### src/rtl/vdot_sequencer.sv
// ---------------------------------------------------------------------------
// vdot_sequencer
//
// Collects sixteen half-precision element pairs into the packed operand
// vectors vA/vB, fires a single-cycle start pulse at the dot-product unit,
// waits (with a bounded timer) for its completion flag, and presents the
// result on a valid/ready handshake. Only one operation is in flight; the
// next vector load starts only after the result has been consumed.
//
// Ports
//   Clk1       in   1    clock, rising edge active
//   Rst        in   1    asynchronous active-high reset
//   in_valid   in   1    element pair on in_a/in_b is valid
//   in_ready   out  1    element pair accepted this cycle (LOAD state)
//   in_a       in   16   element of vector A
//   in_b       in   16   element of vector B
//   vA         out  256  packed vector A, element i at [16i+15:16i]
//   vB         out  256  packed vector B, same packing
//   vStart     out  1    one-cycle start pulse to the dot-product unit
//   vDone      in   1    completion flag from the dot-product unit
//   vOut       in   16   dot-product result, valid with vDone
//   vV         in   1    dot-product overflow flag, valid with vDone
//   res_valid  out  1    result available
//   res_ready  in   1    consumer accepts the result
//   res        out  16   captured result
//   res_V      out  1    captured overflow flag
//   res_err    out  1    result was produced by a timeout abort
//   busy       out  1    an operation (or partial load) is in progress
// ---------------------------------------------------------------------------
module vdot_sequencer #(
    parameter int unsigned TIMEOUT = 8
) (
    input  logic         Clk1,
    input  logic         Rst,
    input  logic         in_valid,
    output logic         in_ready,
    input  logic [15:0]  in_a,
    input  logic [15:0]  in_b,
    output logic [255:0] vA,
    output logic [255:0] vB,
    output logic         vStart,
    input  logic         vDone,
    input  logic [15:0]  vOut,
    input  logic         vV,
    output logic         res_valid,
    input  logic         res_ready,
    output logic [15:0]  res,
    output logic         res_V,
    output logic         res_err,
    output logic         busy
);

    typedef enum logic [1:0] {
        LOAD  = 2'd0,
        ISSUE = 2'd1,
        WAIT  = 2'd2,
        HOLD  = 2'd3
    } state_t;

    // The timer counts completed WAIT cycles; the abort fires on the cycle in
    // which it would reach TIMEOUT, so exactly TIMEOUT WAIT cycles elapse.
    localparam logic [7:0] TIMER_LAST = 8'(TIMEOUT - 1);

    state_t      state;
    state_t      state_nxt;
    logic [3:0]  idx;
    logic [7:0]  timer;

    logic        accept;
    logic        done_hit;
    logic        expire;
    logic        res_take;

    // Next-state and control decode
    always_comb begin
        state_nxt = state;
        in_ready  = 1'b0;
        vStart    = 1'b0;
        accept    = 1'b0;
        done_hit  = 1'b0;
        expire    = 1'b0;
        res_take  = 1'b0;

        case (state)
            LOAD: begin
                in_ready = 1'b1;
                accept   = in_valid;
                if (in_valid && (idx == 4'd15)) begin
                    state_nxt = ISSUE;
                end
            end
            ISSUE: begin
                vStart    = 1'b1;
                state_nxt = WAIT;
            end
            WAIT: begin
                // A completion in the expiry cycle wins over the abort.
                if (vDone) begin
                    done_hit  = 1'b1;
                    state_nxt = HOLD;
                end else if (timer == TIMER_LAST) begin
                    expire    = 1'b1;
                    state_nxt = HOLD;
                end
            end
            HOLD: begin
                if (res_valid && res_ready) begin
                    res_take  = 1'b1;
                    state_nxt = LOAD;
                end
            end
            default: begin
                state_nxt = LOAD;
            end
        endcase
    end

    assign busy = (state != LOAD) || (idx != 4'd0);

    // State, element index and WAIT timer
    always_ff @(posedge Clk1 or posedge Rst) begin
        if (Rst) begin
            state <= LOAD;
            idx   <= 4'd0;
            timer <= 8'd0;
        end else begin
            state <= state_nxt;
            if (accept) begin
                // idx wraps from 15 to 0 naturally on the final element.
                idx <= idx + 4'd1;
            end
            if (vStart) begin
                timer <= 8'd0;
            end else if (state == WAIT) begin
                timer <= timer + 8'd1;
            end
        end
    end

    // Operand vectors and result capture
    always_ff @(posedge Clk1 or posedge Rst) begin
        if (Rst) begin
            vA        <= '0;
            vB        <= '0;
            res_valid <= 1'b0;
            res       <= 16'd0;
            res_V     <= 1'b0;
            res_err   <= 1'b0;
        end else begin
            if (accept) begin
                vA[{idx, 4'b0000} +: 16] <= in_a;
                vB[{idx, 4'b0000} +: 16] <= in_b;
            end
            if (done_hit) begin
                res       <= vOut;
                res_V     <= vV;
                res_err   <= 1'b0;
                res_valid <= 1'b1;
            end else if (expire) begin
                res       <= 16'd0;
                res_V     <= 1'b0;
                res_err   <= 1'b1;
                res_valid <= 1'b1;
            end else if (res_take) begin
                res_valid <= 1'b0;
            end
        end
    end

endmodule

### config.mk
export PLATFORM = sky130hd
export DESIGN_NAME = vdot_sequencer
export DESIGN_NICKNAME = d
export VERILOG_FILES = /design/src/rtl/vdot_sequencer.sv
export SDC_FILE = /design/constraint.sdc
export NUM_CORES = 1
export LEC_CHECK = 0
export BUFFER_PORTS_ARGS = -buffer_cell sky130_fd_sc_hd__buf_2
export CAP_MARGIN = 30
export CORE_MARGIN = 2
export CORE_UTILIZATION = 40
export DETAILED_ROUTE_END_ITERATION = 8
export GPL_TIMING_DRIVEN = 0
export PLACE_DENSITY = 0.65
export SYNTH_ARGS = -nofsm -noshare
export SYNTH_HDL_FRONTEND = slang
export SYNTH_SLANG_ARGS = --single-unit
### constraint.sdc
create_clock -name Clk1 -period 21.2 [get_ports Clk1]
set_input_delay 1.06 -clock Clk1 [delete_from_list [all_inputs] [get_ports Clk1]]
set_output_delay 1.06 -clock Clk1 [all_outputs]
set_load 0.02 [all_outputs]
# Word level (Yosys, flattened, before mapping)
# Index checks and enable logic that the tools add are counted.
# Widths: inputs -> output; s select.
dict set report totals {
  ff_bits 545
  input_bits 54
  output_inout_bits 534
  word_cells 61
}
dict set report op_classes {
  n_addsub 3
  eq_ne 8
  shifts 3
  mux 28
  n_reduce_logical 10
}
# operator count
set ops {}
lappend ops {{$bwmux 256} 2}
lappend ops {{$shiftx 16x10->256} 2}
lappend ops {{$shift 16x10->256 const A} 1}
lappend ops {{$mux 16} 2}
lappend ops {{$mux 1} 17}
lappend ops {{$mux 8} 2}
lappend ops {{$neg 8->10} 1}
lappend ops {{$add 8x1->8 const B} 1}
lappend ops {{$eq 8x3->1 const B} 1}
lappend ops {{$mux 2} 4}
lappend ops {{$pmux 2 s4} 1}
lappend ops {{$reduce_bool 2->1} 3}
lappend ops {{$add 4x1->4 const B} 1}
lappend ops {{$eq 2x2->1 const B} 2}
lappend ops {{$eq 4x4->1 const B} 1}
lappend ops {{$ne 2x2->1 const B} 2}
lappend ops {{$reduce_bool 4->1} 1}
lappend ops {{$ne 3x3->1 const B} 1}
lappend ops {{$reduce_and 3->1} 1}
lappend ops {{$reduce_bool 3->1} 1}
lappend ops {{$eq 2x1->1 const B} 1}
lappend ops {{$logic_and 1x1->1} 2}
lappend ops {{$logic_not 2->1} 1}
lappend ops {{$logic_or 1x1->1} 1}

# Longest topological paths before layout
dict set report depth {
  word_depth 6
  ltp_mapped 11
  ltp_nobuf 6
}

# Worst setup path before layout
# Ideal clock, no wire load.
dict set report synth_timing {
  path_type {register -> output}
  start {register idx[0]}
  end {output port busy}
  arrival_time_ps 1795
  slack_ps 18345
  stages_incl_launch_ff 8
  cell_sequence {dfrtp_1 > clkbuf_1 > clkbuf_1 > inv_1 > ha_1 > buf_2 > and2b_1 > nand3b_1}
}
dict set report synth_between {
  elab_chain_cells 2
}
# item line
set synth_lines {}
lappend synth_lines {{start, declared} 66} ;# logic [3:0] idx;
lappend synth_lines {{start signal, assigned} 130} ;# idx <= idx + 4'd1;
lappend synth_lines {{$reduce_bool 4->1} 118} ;# assign busy = (state != LOAD) || (idx != 4'd0);
lappend synth_lines {{$logic_or 1x1->1} 118}
lappend synth_lines {{end, declared} 50} ;# output logic busy
# No other way between the ends.

# Worst setup path after layout
dict set report layout_timing {
  start {register idx[0]}
  end {register vA[234]}
}
dict set report layout_between {
  elab_chain_cells 3
}
# item line
set layout_lines {}
lappend layout_lines {{$neg 8->10 *} 151} ;# vA[{idx, 4'b0000} +: 16] <= in_a;
lappend layout_lines {{$shiftx 16x10->256 or $shift 16x10->256 (tied branches)} 151}
lappend layout_lines {{$bwmux 256 *} 151}
lappend layout_lines {{end signal, assigned by index} 151}
lappend layout_lines {{end, declared} 39} ;# output logic [255:0] vA,
# Mark *: on every way between the ends. The rest lies on a longest branch, timed or not.
# A chain may end at the register's enable or synchronous reset.

==> flow_summary.toml <==
[floorplanning]
chipWidth_um = 237
dieArea_sq_mm = 0.0562
row_count = 85
io_pins = 588
die-height_um = 237
coreArea_sq_mm = 0.0538
initial_core_util_pct = 40.4

[logic_synthesis]
syn_inst = 1557
synth-edff-count = 0
post-synth-top-area-fraction_pct = 62.7
synth-main-ff-cell = "dfrtp_1"
ys_top_cells_by_area = "dfrtp_1 (63%), mux2_2 (20%), mux2i_1 (2.3%)"
yosysWarnings = 0
synth_top_cell_by_area = "dfrtp_1"
syn_nets = 1619
yosysSeqAreaShare_pct = 62.7
syn-cell-area_sq_mm = 0.0217
synthArstFlopShare_pct = 100
syn_avg_cell_area_sq_um = 14.0
synth_seq_cells = 545
yosysUniqueCellTypes = 49

[finish]
area_growth_pct = 26.6
fin_nets = 2256
fin_util_pct = 51.1
finalInstanceArea_sq_mm = 0.0275
finalNonFillerCells = 2934
drive_gt1_share_pct = 51.7

[sta]
rsz0062_at_grt = "false"
period_minus_slack_ns = 4.31
setup_slack_ns = 16.89
fin_skew_ns = 0.0178
max_slew.worst_pin.slew_ns = 0.956
hold_viol = 0
slew_headroom_pct = 36.3
setup_viol = 0
fin_crit_sh_pct = 20.3
max_freq_ghz = 0.232
maxSlewViolCount = 0

[detailed_routing]
drt-vias-per-instance = 5.16
m1WireLength_mm = 28.9
wl_per_cell_um = 24.4
top_layer_used = "met5"
ant_nets = 0
wl_met2_mm = 35.5
dr_wl_met3_mm = 5.17
first_iter_violations = 548
drc = 0
routed_wl_mm = 71.7
first_pass_iters = 4
via_count = 15129

[place]
dp.cells = 2831
dpl_worst_slack_ns = 16.92
placed_area_sq_mm = 0.0256
io_buffers = 571
gp_congestion = 0.857
dp_hpwl_mm = 52.0

[setup_path]
path_class = "flop to flop"
slowest_delay_ns = 0.59
critPathTopFamily = "buffers and inverters"
cp_data_required_time_ns = 21.69
slowest_stage = "nand3_1"
end_kind = "flop"
crit_path_start_kind = "flop"
critPathBufInv = 5
crit_fanout = 10
path_cells = "clkbuf_1 > clkbuf_1 > inv_1 > ha_1 > clkbuf_1 > nor3b_2 > nand3_1 > buf_2 > mux2_1"
cp.arrival_ns = 4.80
critPathMostFrequentCell = "clkbuf_1"

[cts]
clock_latency_ns = 0.60
cts_tree = "done"
clk_path_buf_depth = 3
h-tree-depth = 2
cts_sinks = 545
postCtsSetupBuffers = 0
cts_root_buf = "clkbuf_16"
numCtsBuffers = 56
clk_transition_reported_paths_ns = 0.06
holdBufCountCts = 0
post_cts_resized = 0

[power]
p_per_area_mw_per_mm2 = 158
p_leak_uw = 0.0150
p_total_uw = 4350
comb_power_share_pct = 39.8
clock_power_share_pct = 23.3
p_switching_uw = 1730
p_int_uw = 2620
pwr-share-seq_pct = 36.9
ir_drop_v = 0.0000956
p_sw_share_pct = 39.8

[hold_path]
hold_class = "flop to flop"

[job]
drv_cap = 0

[run_status]
outcome = "finished clean"

[global_route]
antenna_found_initial = 9
grtUsageTotal_pct = 25.2
gr-total-overflow = 0
grt_max_degree = 134
grt_pass1_wl_mm = 105
grt_pass1_vias = 15676
## per-layer routing
metal / GRT usage (%) / vias up
met5: 0 / -
met4: 7.59 / 4
met3: 6.60 / 130
met2: 42.9 / 516
met1: 31.7 / 7858
li1: - / 6621
## kinds of logic (layout without fill, tap and decap cells)
| family | count (synthesis) | count (layout) | synth area share [%] |
|---|---|---|---|
| AOI/OAI and AO/OA | 114 | 114 | 3.69 |
| xor gates and xnor gates | 8 | 8 | 0.409 |
| adders and majority gates | 8 | 8 | 0.460 |
| buffers and inverters | 181 | 859 | 4.17 |
| DFF | 545 | 545 | 62.7 |
| muxes | 446 | 446 | 22.8 |
| other | 0 | 3 | 0 |
| and+or+nand+nor | 255 | 255 | 5.71 |
## cells in the final DEF (no fill, tap or decap), types with 27 or more instances in the layout
cell,instances
mux2_2,382
buf_2,618
dfrtp_1,545
nand2_1,125
nand3_1,28
and3_1,51
clkbuf_16,57
o21ai_0,43
mux2i_1,49
o21ai_2,27
clkbuf_1,60
inv_1,58
## through the flow
stage	hold slack (ns)	setup TNS [ns]
final	0.471	0
after global routing	0.495	0
after CTS	0.476	0
after detailed placement	0.462	0
after global placement	0.458	-128.59
after floorplan	0.526	0
## worst reg2reg max path, delay by kind of cell, from the launching register on
family,cells,cell delay (ns)
buffers and inverters,5,2.01
AND/OR/NAND/NOR,2,0.99
adder cells (fa/ha/maj),1,0.30
flip-flops,1,0.54
multiplexers,1,0.36
## layout make-up
| type | instances | area [sq um] |
|---|---|---|
| diodes | 3 | 7.51 |
| plain buffers | 122 | 686 |
| repair buffers | 579 | 3030 |
| multi-input cells | 831 | 7190 |
| well taps | 696 | 871 |
| flip-flops and latches | 545 | 13600 |
| clock buffers | 80 | 1580 |
| clock inverters | 19 | 282 |
| inverters | 59 | 229 |
| fillers | 4745 | 26300 |
## worst paths after layout
kind | to | cells past startpoint | slack, ns | start
worst max-delay path | vA[234]$_DFFE_PP0P_ | 9 | 16.89 | idx[0]$_DFFE_PP0P_
min in group asynchronous | vA[78]$_DFFE_PP0P_ | 2 | 0.50 | Rst
worst max register to register | vA[234]$_DFFE_PP0P_ | 9 | 16.89 | idx[0]$_DFFE_PP0P_
worst min register to register | vA[50]$_DFFE_PP0P_ | 2 | 0.47 | vA[50]$_DFFE_PP0P_
max in group asynchronous | res[2]$_DFFE_PP0P_ | 4 | 19.01 | Rst
worst min-delay path | vA[50]$_DFFE_PP0P_ | 2 | 0.47 | vA[50]$_DFFE_PP0P_
## sequential cells by signal, summed over array words and instances, names as in the netlist
| name | count |
|---|---|
| vA | 256 |
| vB | 256 |
| res | 16 |
| timer | 8 |
| idx | 4 |
| state | 2 |
| res_V | 1 |
| res_err | 1 |
| res_valid | 1 |
## power by group through the flow
stage	Clock [uW]	Combinational, uW	Sequential, uW
6_report	1010	1730	1610
5_1_grt	1080	1850	1650
4_1_cts	1030	1750	1610
3_5_place_dp	0	1740	1620
3_3_place_gp	0	1710	1600
2_1_floorplan	0	633	2040
## cells in the mapped netlist, types with 17 or more instances
library cell  instances
o21ai_0              43
mux2i_1              49
dfrtp_1             545
buf_2                47
a22o_1               17
o21ai_2              27
nor2_1               23
nand2_1             125
nand3_1              28
mux2_2              382
inv_1                59
and3_1               51
buf_6                18
clkbuf_1             44
Power figures use the tool's default switching activity.
